$ cat config.mk
export PLATFORM = sky130hd
export DESIGN_NAME = sgd_b_dispatch_flat
export DESIGN_NICKNAME = d
export VERILOG_FILES = /design/src/rtl/sgd_b_dispatch_pkg.sv /design/src/rtl/sgd_b_dispatch_if.sv /design/src/rtl/sgd_b_dispatch.sv /design/src/flat_wrapper.sv
export SDC_FILE = /design/constraint.sdc
export NUM_CORES = 2
export LEC_CHECK = 0
export ABC_AREA = 1
export ABC_CLOCK_PERIOD_IN_PS = 3000
export BUFFER_PORTS_ARGS = -buffer_cell sky130_fd_sc_hd__buf_4
export CAP_MARGIN = 20
export CORE_AREA = 2 2 325 327
export CTS_CLUSTER_DIAMETER = 80
export DETAILED_ROUTE_END_ITERATION = 10
export DIE_AREA = 0 0 327 329
export PLACE_DENSITY_LB_ADDON = 0.12
export RECOVER_POWER = 100
export SLEW_MARGIN = 20
export SYNTH_ARGS = -nofsm -noshare
export SYNTH_HDL_FRONTEND = slang
export SYNTH_SLANG_ARGS = --single-unit
$ cat constraint.sdc
create_clock -name clk -period 3 [get_ports clk]
set_clock_uncertainty 0.2 [all_clocks]
set_input_delay 0.15 -clock clk [delete_from_list [all_inputs] [get_ports clk]]
set_output_delay 0.15 -clock clk [all_outputs]
set_load 0.1 [all_outputs]
$ cat src/rtl/sgd_b_dispatch_pkg.sv
// Shared definitions for the b-value dispatcher: lane geometry and FSM state type.
package sgd_b_dispatch_pkg;

    localparam int unsigned NUM_OF_BANKS = 8;
    localparam int unsigned LINE_WIDTH   = 512;
    localparam int unsigned B_WIDTH      = 32;

    typedef enum logic [2:0] {
        StIdle,
        StLoad,
        StEmitLo,
        StEmitHi,
        StDone
    } dispatch_state_e;

    // Lane 'lane' of the current packet carries a real sample while it is below 'remaining'.
    function automatic logic lane_live(input int unsigned lane, input logic [31:0] remaining);
        return 32'(lane) < remaining;
    endfunction

endpackage

$ cat src/rtl/sgd_b_dispatch_if.sv
// Memory-line input stream and loss-block packet output of the b dispatcher.
interface sgd_b_dispatch_if
    import sgd_b_dispatch_pkg::*;
#(
    parameter int unsigned LINE_WIDTH   = sgd_b_dispatch_pkg::LINE_WIDTH,
    parameter int unsigned NUM_OF_BANKS = sgd_b_dispatch_pkg::NUM_OF_BANKS
);

    logic [LINE_WIDTH-1:0]           mem_b_data;
    logic                            mem_b_valid;
    logic                            mem_b_ready;
    logic [B_WIDTH*NUM_OF_BANKS-1:0] dispatch_axb_b_data;
    logic                            dispatch_axb_b_wr_en;
    logic                            dispatch_axb_b_almost_full;

    // The dispatcher side.
    modport master (
        input  mem_b_data,
        input  mem_b_valid,
        input  dispatch_axb_b_almost_full,
        output mem_b_ready,
        output dispatch_axb_b_data,
        output dispatch_axb_b_wr_en
    );

    // Memory reader and loss block side.
    modport slave (
        output mem_b_data,
        output mem_b_valid,
        output dispatch_axb_b_almost_full,
        input  mem_b_ready,
        input  dispatch_axb_b_data,
        input  dispatch_axb_b_wr_en
    );

endinterface

$ cat src/rtl/sgd_b_dispatch.sv
// Splits 16-lane memory lines of b values into two 8-lane packets per line, repeated per epoch,
// zeroing lanes past the end of the sample set in the last packet of each epoch.
module sgd_b_dispatch
    import sgd_b_dispatch_pkg::*;
#(
    parameter int unsigned NUM_OF_BANKS = sgd_b_dispatch_pkg::NUM_OF_BANKS,
    parameter int unsigned LINE_WIDTH   = sgd_b_dispatch_pkg::LINE_WIDTH
) (
    input  logic             clk,
    input  logic             rst_n,
    input  logic             start,
    input  logic [31:0]      number_of_samples,
    input  logic [15:0]      number_of_epochs,
    sgd_b_dispatch_if.master bus,
    output logic             busy,
    output logic             done,
    output logic [15:0]      epoch_cnt
);

    localparam int unsigned PKT_WIDTH = B_WIDTH * NUM_OF_BANKS;
    localparam logic [31:0] BANKS     = 32'(NUM_OF_BANKS);

    dispatch_state_e       state_q, state_d;
    logic [31:0]           samples_q, samples_d;
    logic [15:0]           epochs_q, epochs_d;
    logic [15:0]           epoch_cnt_q, epoch_cnt_d;
    logic [31:0]           remaining_q, remaining_d;
    logic [LINE_WIDTH-1:0] line_q, line_d;
    logic [PKT_WIDTH-1:0]  data_q;
    logic                  wr_en_q;

    logic                  emit;
    logic                  mem_ready;
    logic [15:0]           epoch_inc;
    logic [PKT_WIDTH-1:0]  half;
    logic [PKT_WIDTH-1:0]  packet;

    assign epoch_inc = epoch_cnt_q + 16'd1;

    // Next-state logic and counter updates.
    always_comb begin
        state_d     = state_q;
        samples_d   = samples_q;
        epochs_d    = epochs_q;
        epoch_cnt_d = epoch_cnt_q;
        remaining_d = remaining_q;
        line_d      = line_q;
        emit        = 1'b0;
        mem_ready   = 1'b0;

        case (state_q)
            StIdle: begin
                if (start) begin
                    samples_d   = number_of_samples;
                    epochs_d    = number_of_epochs;
                    epoch_cnt_d = '0;
                    remaining_d = number_of_samples;
                    if (number_of_samples == '0 || number_of_epochs == '0) begin
                        state_d = StDone;
                    end else begin
                        state_d = StLoad;
                    end
                end
            end

            StLoad: begin
                mem_ready = 1'b1;
                if (bus.mem_b_valid) begin
                    line_d  = bus.mem_b_data;
                    state_d = StEmitLo;
                end
            end

            StEmitLo, StEmitHi: begin
                if (!bus.dispatch_axb_b_almost_full) begin
                    emit = 1'b1;
                    if (remaining_q > BANKS) begin
                        remaining_d = remaining_q - BANKS;
                        state_d     = (state_q == StEmitLo) ? StEmitHi : StLoad;
                    end else begin
                        // Epoch ends here; whatever is left of the held line is dropped.
                        epoch_cnt_d = epoch_inc;
                        remaining_d = samples_q;
                        state_d     = (epoch_inc == epochs_q) ? StDone : StLoad;
                    end
                end
            end

            StDone: begin
                state_d = StIdle;
            end

            default: begin
                state_d = StIdle;
            end
        endcase
    end

    // Packet assembly: pick the line half, then blank lanes beyond the remaining samples.
    // The mask is a no-op for non-final packets since remaining exceeds the lane count there.
    always_comb begin
        half   = (state_q == StEmitHi) ? line_q[PKT_WIDTH +: PKT_WIDTH] : line_q[0 +: PKT_WIDTH];
        packet = '0;
        for (int unsigned i = 0; i < NUM_OF_BANKS; i++) begin
            if (lane_live(i, remaining_q)) begin
                packet[i*B_WIDTH +: B_WIDTH] = half[i*B_WIDTH +: B_WIDTH];
            end
        end
    end

    always_ff @(posedge clk) begin
        if (!rst_n) begin
            state_q     <= StIdle;
            samples_q   <= '0;
            epochs_q    <= '0;
            epoch_cnt_q <= '0;
            remaining_q <= '0;
            line_q      <= '0;
            data_q      <= '0;
            wr_en_q     <= 1'b0;
        end else begin
            state_q     <= state_d;
            samples_q   <= samples_d;
            epochs_q    <= epochs_d;
            epoch_cnt_q <= epoch_cnt_d;
            remaining_q <= remaining_d;
            line_q      <= line_d;
            wr_en_q     <= emit;
            if (emit) begin
                data_q <= packet;
            end
        end
    end

    assign bus.mem_b_ready          = mem_ready;
    assign bus.dispatch_axb_b_data  = data_q;
    assign bus.dispatch_axb_b_wr_en = wr_en_q;

    assign busy      = (state_q != StIdle);
    assign done      = (state_q == StDone);
    assign epoch_cnt = epoch_cnt_q;

endmodule

$ cat src/flat_wrapper.sv
// flat-port wrapper written by rule: the top's interface ports become plain ports
module sgd_b_dispatch_flat import sgd_b_dispatch_pkg::*;
#(
    parameter int unsigned NUM_OF_BANKS = sgd_b_dispatch_pkg::NUM_OF_BANKS,
    parameter int unsigned LINE_WIDTH   = sgd_b_dispatch_pkg::LINE_WIDTH
)
  (clk, rst_n, start, number_of_samples, number_of_epochs, busy, done, epoch_cnt, bus_mem_b_data, bus_mem_b_valid, bus_dispatch_axb_b_almost_full, bus_mem_b_ready, bus_dispatch_axb_b_data, bus_dispatch_axb_b_wr_en);
  sgd_b_dispatch_if #(.LINE_WIDTH(LINE_WIDTH), .NUM_OF_BANKS(NUM_OF_BANKS)) bus_i ();
  input  logic clk;
  input  logic rst_n;
  input  logic start;
  input  logic [31:0] number_of_samples;
  input  logic [15:0] number_of_epochs;
  output logic busy;
  output logic done;
  output logic [15:0] epoch_cnt;
  input wire logic [$bits(bus_i.mem_b_data)-1:0] bus_mem_b_data;
  input wire logic [$bits(bus_i.mem_b_valid)-1:0] bus_mem_b_valid;
  input wire logic [$bits(bus_i.dispatch_axb_b_almost_full)-1:0] bus_dispatch_axb_b_almost_full;
  output wire logic [$bits(bus_i.mem_b_ready)-1:0] bus_mem_b_ready;
  output wire logic [$bits(bus_i.dispatch_axb_b_data)-1:0] bus_dispatch_axb_b_data;
  output wire logic [$bits(bus_i.dispatch_axb_b_wr_en)-1:0] bus_dispatch_axb_b_wr_en;
  assign bus_i.mem_b_data = bus_mem_b_data;
  assign bus_i.mem_b_valid = bus_mem_b_valid;
  assign bus_i.dispatch_axb_b_almost_full = bus_dispatch_axb_b_almost_full;
  assign bus_mem_b_ready = bus_i.mem_b_ready;
  assign bus_dispatch_axb_b_data = bus_i.dispatch_axb_b_data;
  assign bus_dispatch_axb_b_wr_en = bus_i.dispatch_axb_b_wr_en;
  sgd_b_dispatch #(.NUM_OF_BANKS(NUM_OF_BANKS), .LINE_WIDTH(LINE_WIDTH)) u_core (.clk(clk), .rst_n(rst_n), .start(start), .number_of_samples(number_of_samples), .number_of_epochs(number_of_epochs), .bus(bus_i), .busy(busy), .done(done), .epoch_cnt(epoch_cnt));
endmodule
==> Word level (Yosys, flattened, before mapping) <==
Cells that the tools add are included.
{ "word_totals": {"in_bits": 565, "register_bits": 868, "output_inout_bits": 276, "word_cells": 68} }
{ "classes": {"order_cmp": 9, "reduce_logical": 12, "n_eq_ne": 9, "addsub": 2, "muxes": 28} }
{ "ops": {"columns": ["operator", "count"], "rows": [
  ["two-way mux 32 bit", 11],
  ["two-way mux 256 bit", 1],
  ["< comparator 3 x 32 -> 1 bit (first input constant)", 4],
  ["< comparator 1 x 32 -> 1 bit (first input constant)", 2],
  ["< comparator 2 x 32 -> 1 bit (first input constant)", 2],
  ["case mux 32 bit (2 select lines)", 1],
  ["two-way mux 16 bit", 3],
  ["greater-than comparator 32 x 4 -> 1 bit (second input constant)", 1],
  ["logical NOT 32 bit", 1],
  ["case mux 16 bit (2 select lines)", 1],
  ["subtractor 32 x 4 -> 32 bit (second input constant)", 1],
  ["two-way mux 3 bit", 6],
  ["adder 16 x 1 -> 16 bit (second input constant)", 1],
  ["equality test 16 bit", 1],
  ["logical NOT 16 bit", 1],
  ["case mux 3 bit (3 select lines)", 1],
  ["inequality test 2 bit (second input constant)", 4],
  ["equality test 3 x 2 -> 1 bit (second input constant)", 2],
  ["AND reduction 3 bit", 2],
  ["AND reduction 2 bit", 2],
  ["AND reduction 4 bit", 1],
  ["equality test 3 x 1 -> 1 bit (second input constant)", 1],
  ["equality test 3 bit (second input constant)", 1],
  ["logical NOT 3 bit", 1],
  ["6 further kinds", 8]
]} }

==> Logic depth before layout (Yosys ltp) <==
{ "logic_depth": {"depth_word": 6, "mapped_depth": 17, "ltp_nobuf": 17} }

==> Least setup slack after synthesis <==
Ideal clock, no wire load.
{ "synth_path": {"path_kind": "reg2reg", "start": "register u_core.epoch_cnt_q[1], in the netlist u_core.epoch_cnt[1]", "end": "register u_core.state_q[0]", "stages_incl_launch_ff": 17, "t_required_ps": 2668, "t_arrival_ps": 2484, "path_slack_ps": 184, "n_path_buf": 0, "period_less_slack_ps": 2816, "setup_ps": 132, "cell_sequence": "dfxtp_1 > ha_1 > nand2_1 > nor2_2 > nand2_1 > nand2_1 > nand2_1 > nand2_1 > nand2_1 > nor2_1 > nand3_1 > nor2_1 > nand2_1 > nand2_1 > nand2_1 > nand2_1 > a21oi_1"} }
{ "synth_via": {"elab_chain_len": 6} }
{ "synth_rtl": {"columns": ["item", "line_no", "rtl"], "rows": [
  ["start: declaration", "sgd_b_dispatch.sv:26", "logic [15:0] epoch_cnt_q, epoch_cnt_d;"],
  ["start signal: assignment", "sgd_b_dispatch.sv:125", "epoch_cnt_q <= epoch_cnt_d;"],
  ["adder 16 x 1 -> 16 bit", "sgd_b_dispatch.sv:38", "assign epoch_inc = epoch_cnt_q + 16'd1;"],
  ["equality test 16 bit", "sgd_b_dispatch.sv:84", "state_d = (epoch_inc == epochs_q) ? StDone : StLoad;"],
  ["two-way mux 3 bit", "sgd_b_dispatch.sv:84", null],
  ["two-way mux 3 bit", "sgd_b_dispatch.sv:77", "if (remaining_q > BANKS) begin"],
  ["two-way mux 3 bit", "sgd_b_dispatch.sv:75", "if (!bus.dispatch_axb_b_almost_full) begin"],
  ["case mux 3 bit (3 select lines)", "sgd_b_dispatch.sv:51", "case (state_q)"],
  ["end signal: assignment", "sgd_b_dispatch.sv:113", "state_q <= StIdle;"],
  ["end signal: assignment", "sgd_b_dispatch.sv:122", "state_q <= state_d;"],
  ["end: declaration", "sgd_b_dispatch.sv:23", "dispatch_state_e state_q, state_d;"]
]} }
No other way between the ends. The select of a mux whose other input is x is not followed.
A chain may end at the register's enable or synchronous reset.

==> Worst setup path in the final report <==
{ "layout_path": {"start": "register u_core.state_q[1]", "end": "register u_core.line_q[373]"} }
{ "layout_via": {"elab_chain_len": 2} }
{ "layout_rtl": {"columns": ["item", "line_no", "rtl"], "rows": [
  ["equality test 3 x 1 -> 1 bit", "sgd_b_dispatch.sv:51", null],
  ["AND reduction 2 bit (no line)", null, null],
  ["end signal: assignment", "sgd_b_dispatch.sv:127", "line_q <= line_d;"],
  ["end: declaration", "sgd_b_dispatch.sv:28", "logic [LINE_WIDTH-1:0] line_q, line_d;"]
]} }
No other way between the ends.

==> flow_summary.json <==
{
  "status": "finished clean",
  "core_area_um2": 104000,
  "clock_path_buffers": 3,
  "yosysTopAreaCell": "dfxtp_1",
  "drtPass1Iterations": 5,
  "relSlewSlack_pct": 6.34,
  "path_buf_inv": 5,
  "root_buffer": "clkbuf_16",
  "cp_slowest_cell": "dlygate4sd3_1",
  "fmaxAchievable_ghz": 0.355,
  "max_slew.worst_pin.slew_ps": 1410,
  "path_cells": "inv_1 > nand2_1 > inv_1 > nand2_4 > buf_12 > buf_4 > o21ai_0 > dlygate4sd3_1 > a21oi_1",
  "drt_wl_total_um": 136000,
  "crit_start": "u_core.state_q[1]",
  "drive_gt1_share_pct": 15.4,
  "slew_violations": 0,
  "ys_types": 48,
  "drv_cap": 0,
  "min_to": "u_core.epochs_q[6]",
  "rr_endpoint": "u_core.line_q[373]",
  "place_ws_ps": 331,
  "tritoncts": "built",
  "synth_edf_count": 0,
  "die_w_um": 327,
  "period_share_pct": 94.0,
  "critPathArrivalTime_ps": 3230,
  "whs_ps": 36.0,
  "whs_path_depth": 3,
  "rrSetupSlack_ps": 180,
  "period_needed_ps": 2820,
  "path_common_cell": "inv_1",
  "rr_worst_depth": 9,
  "synth_seq_cells": 868,
  "p_leak_uw": 0.0204,
  "post-route-drc-count": 0,
  "cts_max_level": 3,
  "final_cell_mix": "dfxtp_1, o21ai_0, dlygate4sd3_1",
  "critPathRequiredTime_ps": 3410,
  "cts.sinks": 868,
  "ant_nets": 0,
  "drtIter0Drc": 1974,
  "synth_flop_cell": "dfxtp_1",
  "gp_congestion": 0.852,
  "grt_overflow": 0,
  "antenna_found_initial": 26,
  "holdCritPathClass": "in2reg",
  "start_kind": "register",
  "place_area_um2": 42300,
  "rows": 119,
  "power_uw": 48200,
  "worstHoldStart": "start",
  "setup_ws_ps": 180,
  "syn_nets": 5135,
  "syn_area_per_cell_um2": 7.61,
  "setup_viol": 0,
  "io_buffers": 840,
  "wl_per_cell_um": 18.2,
  "via_per_inst": 4.87,
  "hpwl_um": 90500,
  "die_area_um2": 108000,
  "io_pins": 841,
  "crit_type": "reg2reg",
  "cts_buffers": 100,
  "powerDensity_nw_per_um2": 917,
  "rsz0062_at_grt": "true",
  "async_flop_share_pct": 0,
  "finish.instance_area_um2": 52600,
  "crit_path_max_fanout": 39,
  "ys_warn_count": 0,
  "syn_inst": 4567,
  "first_global_vias": 35400,
  "dieHeight_um": 329,
  "grt_first_pass_wirelength_um": 206000,
  "netlist_area_um2": 34700,
  "end_kind": "register",
  "dr_total_vias": 36600,
  "post-cts-setup-buffer-count": 0,
  "ys_seq_area_share_pct": 50.0,
  "final_common_cell": "dfxtp_1",
  "hold_violations": 0,
  "cpLargestDelayFamily": "buffers and inverters",
  "path_clk_slew_ps": 60,
  "grt_usage_pct": 24.3,
  "crit-reg2reg-launch": "u_core.state_q[1]",
  "syn2layout_area_growth_pct": 51.3,
  "synthTopCellsByArea": "dfxtp_1, o21ai_0, nor2_1, a21oi_1, o211ai_1",
  "peakVddDrop_mv": 0.491,
  "cpPeakStageDelay_ps": 590,
  "final_nets": 6588,
  "initial_core_util_pct": 33.3,
  "grt_max_degree": 247,
  "clk_latency_ps": 690,
  "yosysTopAreaCellShare_pct": 50.0
}
per-stage QoR:
stage               utilization [%]  setup TNS (ps)  cells
CTS                            51.3               0   7489
floorplan                         -               0   4567
detailed placement             40.5               0   6505
finish                         50.4               0   7512
global route                   50.4           -2.54   7507
global placement               40.5               0   6505
report_power, final:
group / switching, uW / internal (uW)
sequential: 1540 / 14300
combinational: 14900 / 5470
clock: 5090 / 6920
logic make-up (layout without fill, tap and decap cells):
family,count (synthesis),after routing,share of synthesized area [%]
DFF,868,868,50.0
xor gates and xnor gates,25,25,0.709
buffers and inverters,625,2156,6.95
and+or+nand+nor,1435,1435,17.1
other,0,23,0
adders and majority gates,3,3,0.108
AOI/OAI and AO/OA,1611,1611,25.2
flip-flops by register name, summed over array words and instances (netlist names):
name                             count
u_core.line_q                      512
u_core.bus.dispatch_axb_b_data     256
u_core.remaining_q                  32
u_core.samples_q                    32
u_core.epoch_cnt                    16
u_core.epochs_q                     16
u_core.state_q                       3
u_core.bus.dispatch_axb_b_wr_en      1
cell usage after synthesis (2+ instances only):
| cell | number |
|---|---|
| dfxtp_1 | 868 |
| ha_1 | 3 |
| nand4_1 | 11 |
| nand3b_1 | 2 |
| inv_1 | 238 |
| nand2_2 | 2 |
| o211ai_1 | 239 |
| a211oi_2 | 3 |
| a21oi_2 | 2 |
| buf_1 | 21 |
| o21ai_0 | 804 |
| buf_2 | 46 |
| xor2_1 | 13 |
| nor4_1 | 16 |
| nor3_1 | 8 |
| a31oi_1 | 5 |
| nand2_1 | 424 |
| clkbuf_1 | 302 |
| nor2_1 | 770 |
| xnor3_1 | 2 |
| nor2_4 | 2 |
| o22ai_1 | 4 |
| a41oi_1 | 5 |
| or2_2 | 93 |
| xnor2_1 | 10 |
| nand2_4 | 5 |
| o21ai_1 | 26 |
| a21oi_1 | 516 |
| clkinv_1 | 2 |
| inv_2 | 13 |
| nor2_2 | 7 |
| nand3_1 | 89 |
worst max path at each step:
stage                                    end  slack, ps  cells after the start
final                     u_core.line_q[373]        180                      9
after floorplan            u_core.state_q[0]        180                     16
after CTS                 u_core.line_q[347]        140                      9
after global routing      u_core.line_q[373]         -3                      9
after detailed placement  u_core.line_q[199]        330                      9
after global placement    u_core.line_q[199]        350                      9
cell type report:
| type | instances | area (um^2) |
|---|---|---|
| antenna | 23 | 57.6 |
| clock buffer | 148 | 2880 |
| clock inverter | 32 | 320 |
| fill | 10400 | 51800 |
| inverter | 254 | 970 |
| multi-input combinational | 3074 | 15000 |
| sequential | 868 | 17400 |
| tap | 1391 | 1740 |
| timing repair buffer | 1722 | 14200 |
worst register-to-register path, stage by stage, from the launching register on:
cell and delay [ps]:
dfxtp_1 500, inv_1 110, nand2_1 110, inv_1 80
nand2_4 250, buf_12 260, buf_4 400, o21ai_0 140
dlygate4sd3_1 590, a21oi_1 110
per-layer routing:
layer / wire length (um) / vias up / GRT usage (%)
met2: 66000 / 940 / 42.0
met5: 86 / - / 0
met4: 5340 / 14 / 8.90
met1: 57900 / 17100 / 29.9
li1: - / 18300 / -
met3: 7060 / 254 / 4.65
timing repair:
| item | 4_1_cts | 5_1_grt |
|---|---|---|
| hold buffers | 804 | 0 |
| setup endpoints to repair | 0 | 8 |
| endpoints found under the hold margin | 825 | 0 |
| gates resized for setup | 0 | 4 |
Power figures use the tool's default switching activity.
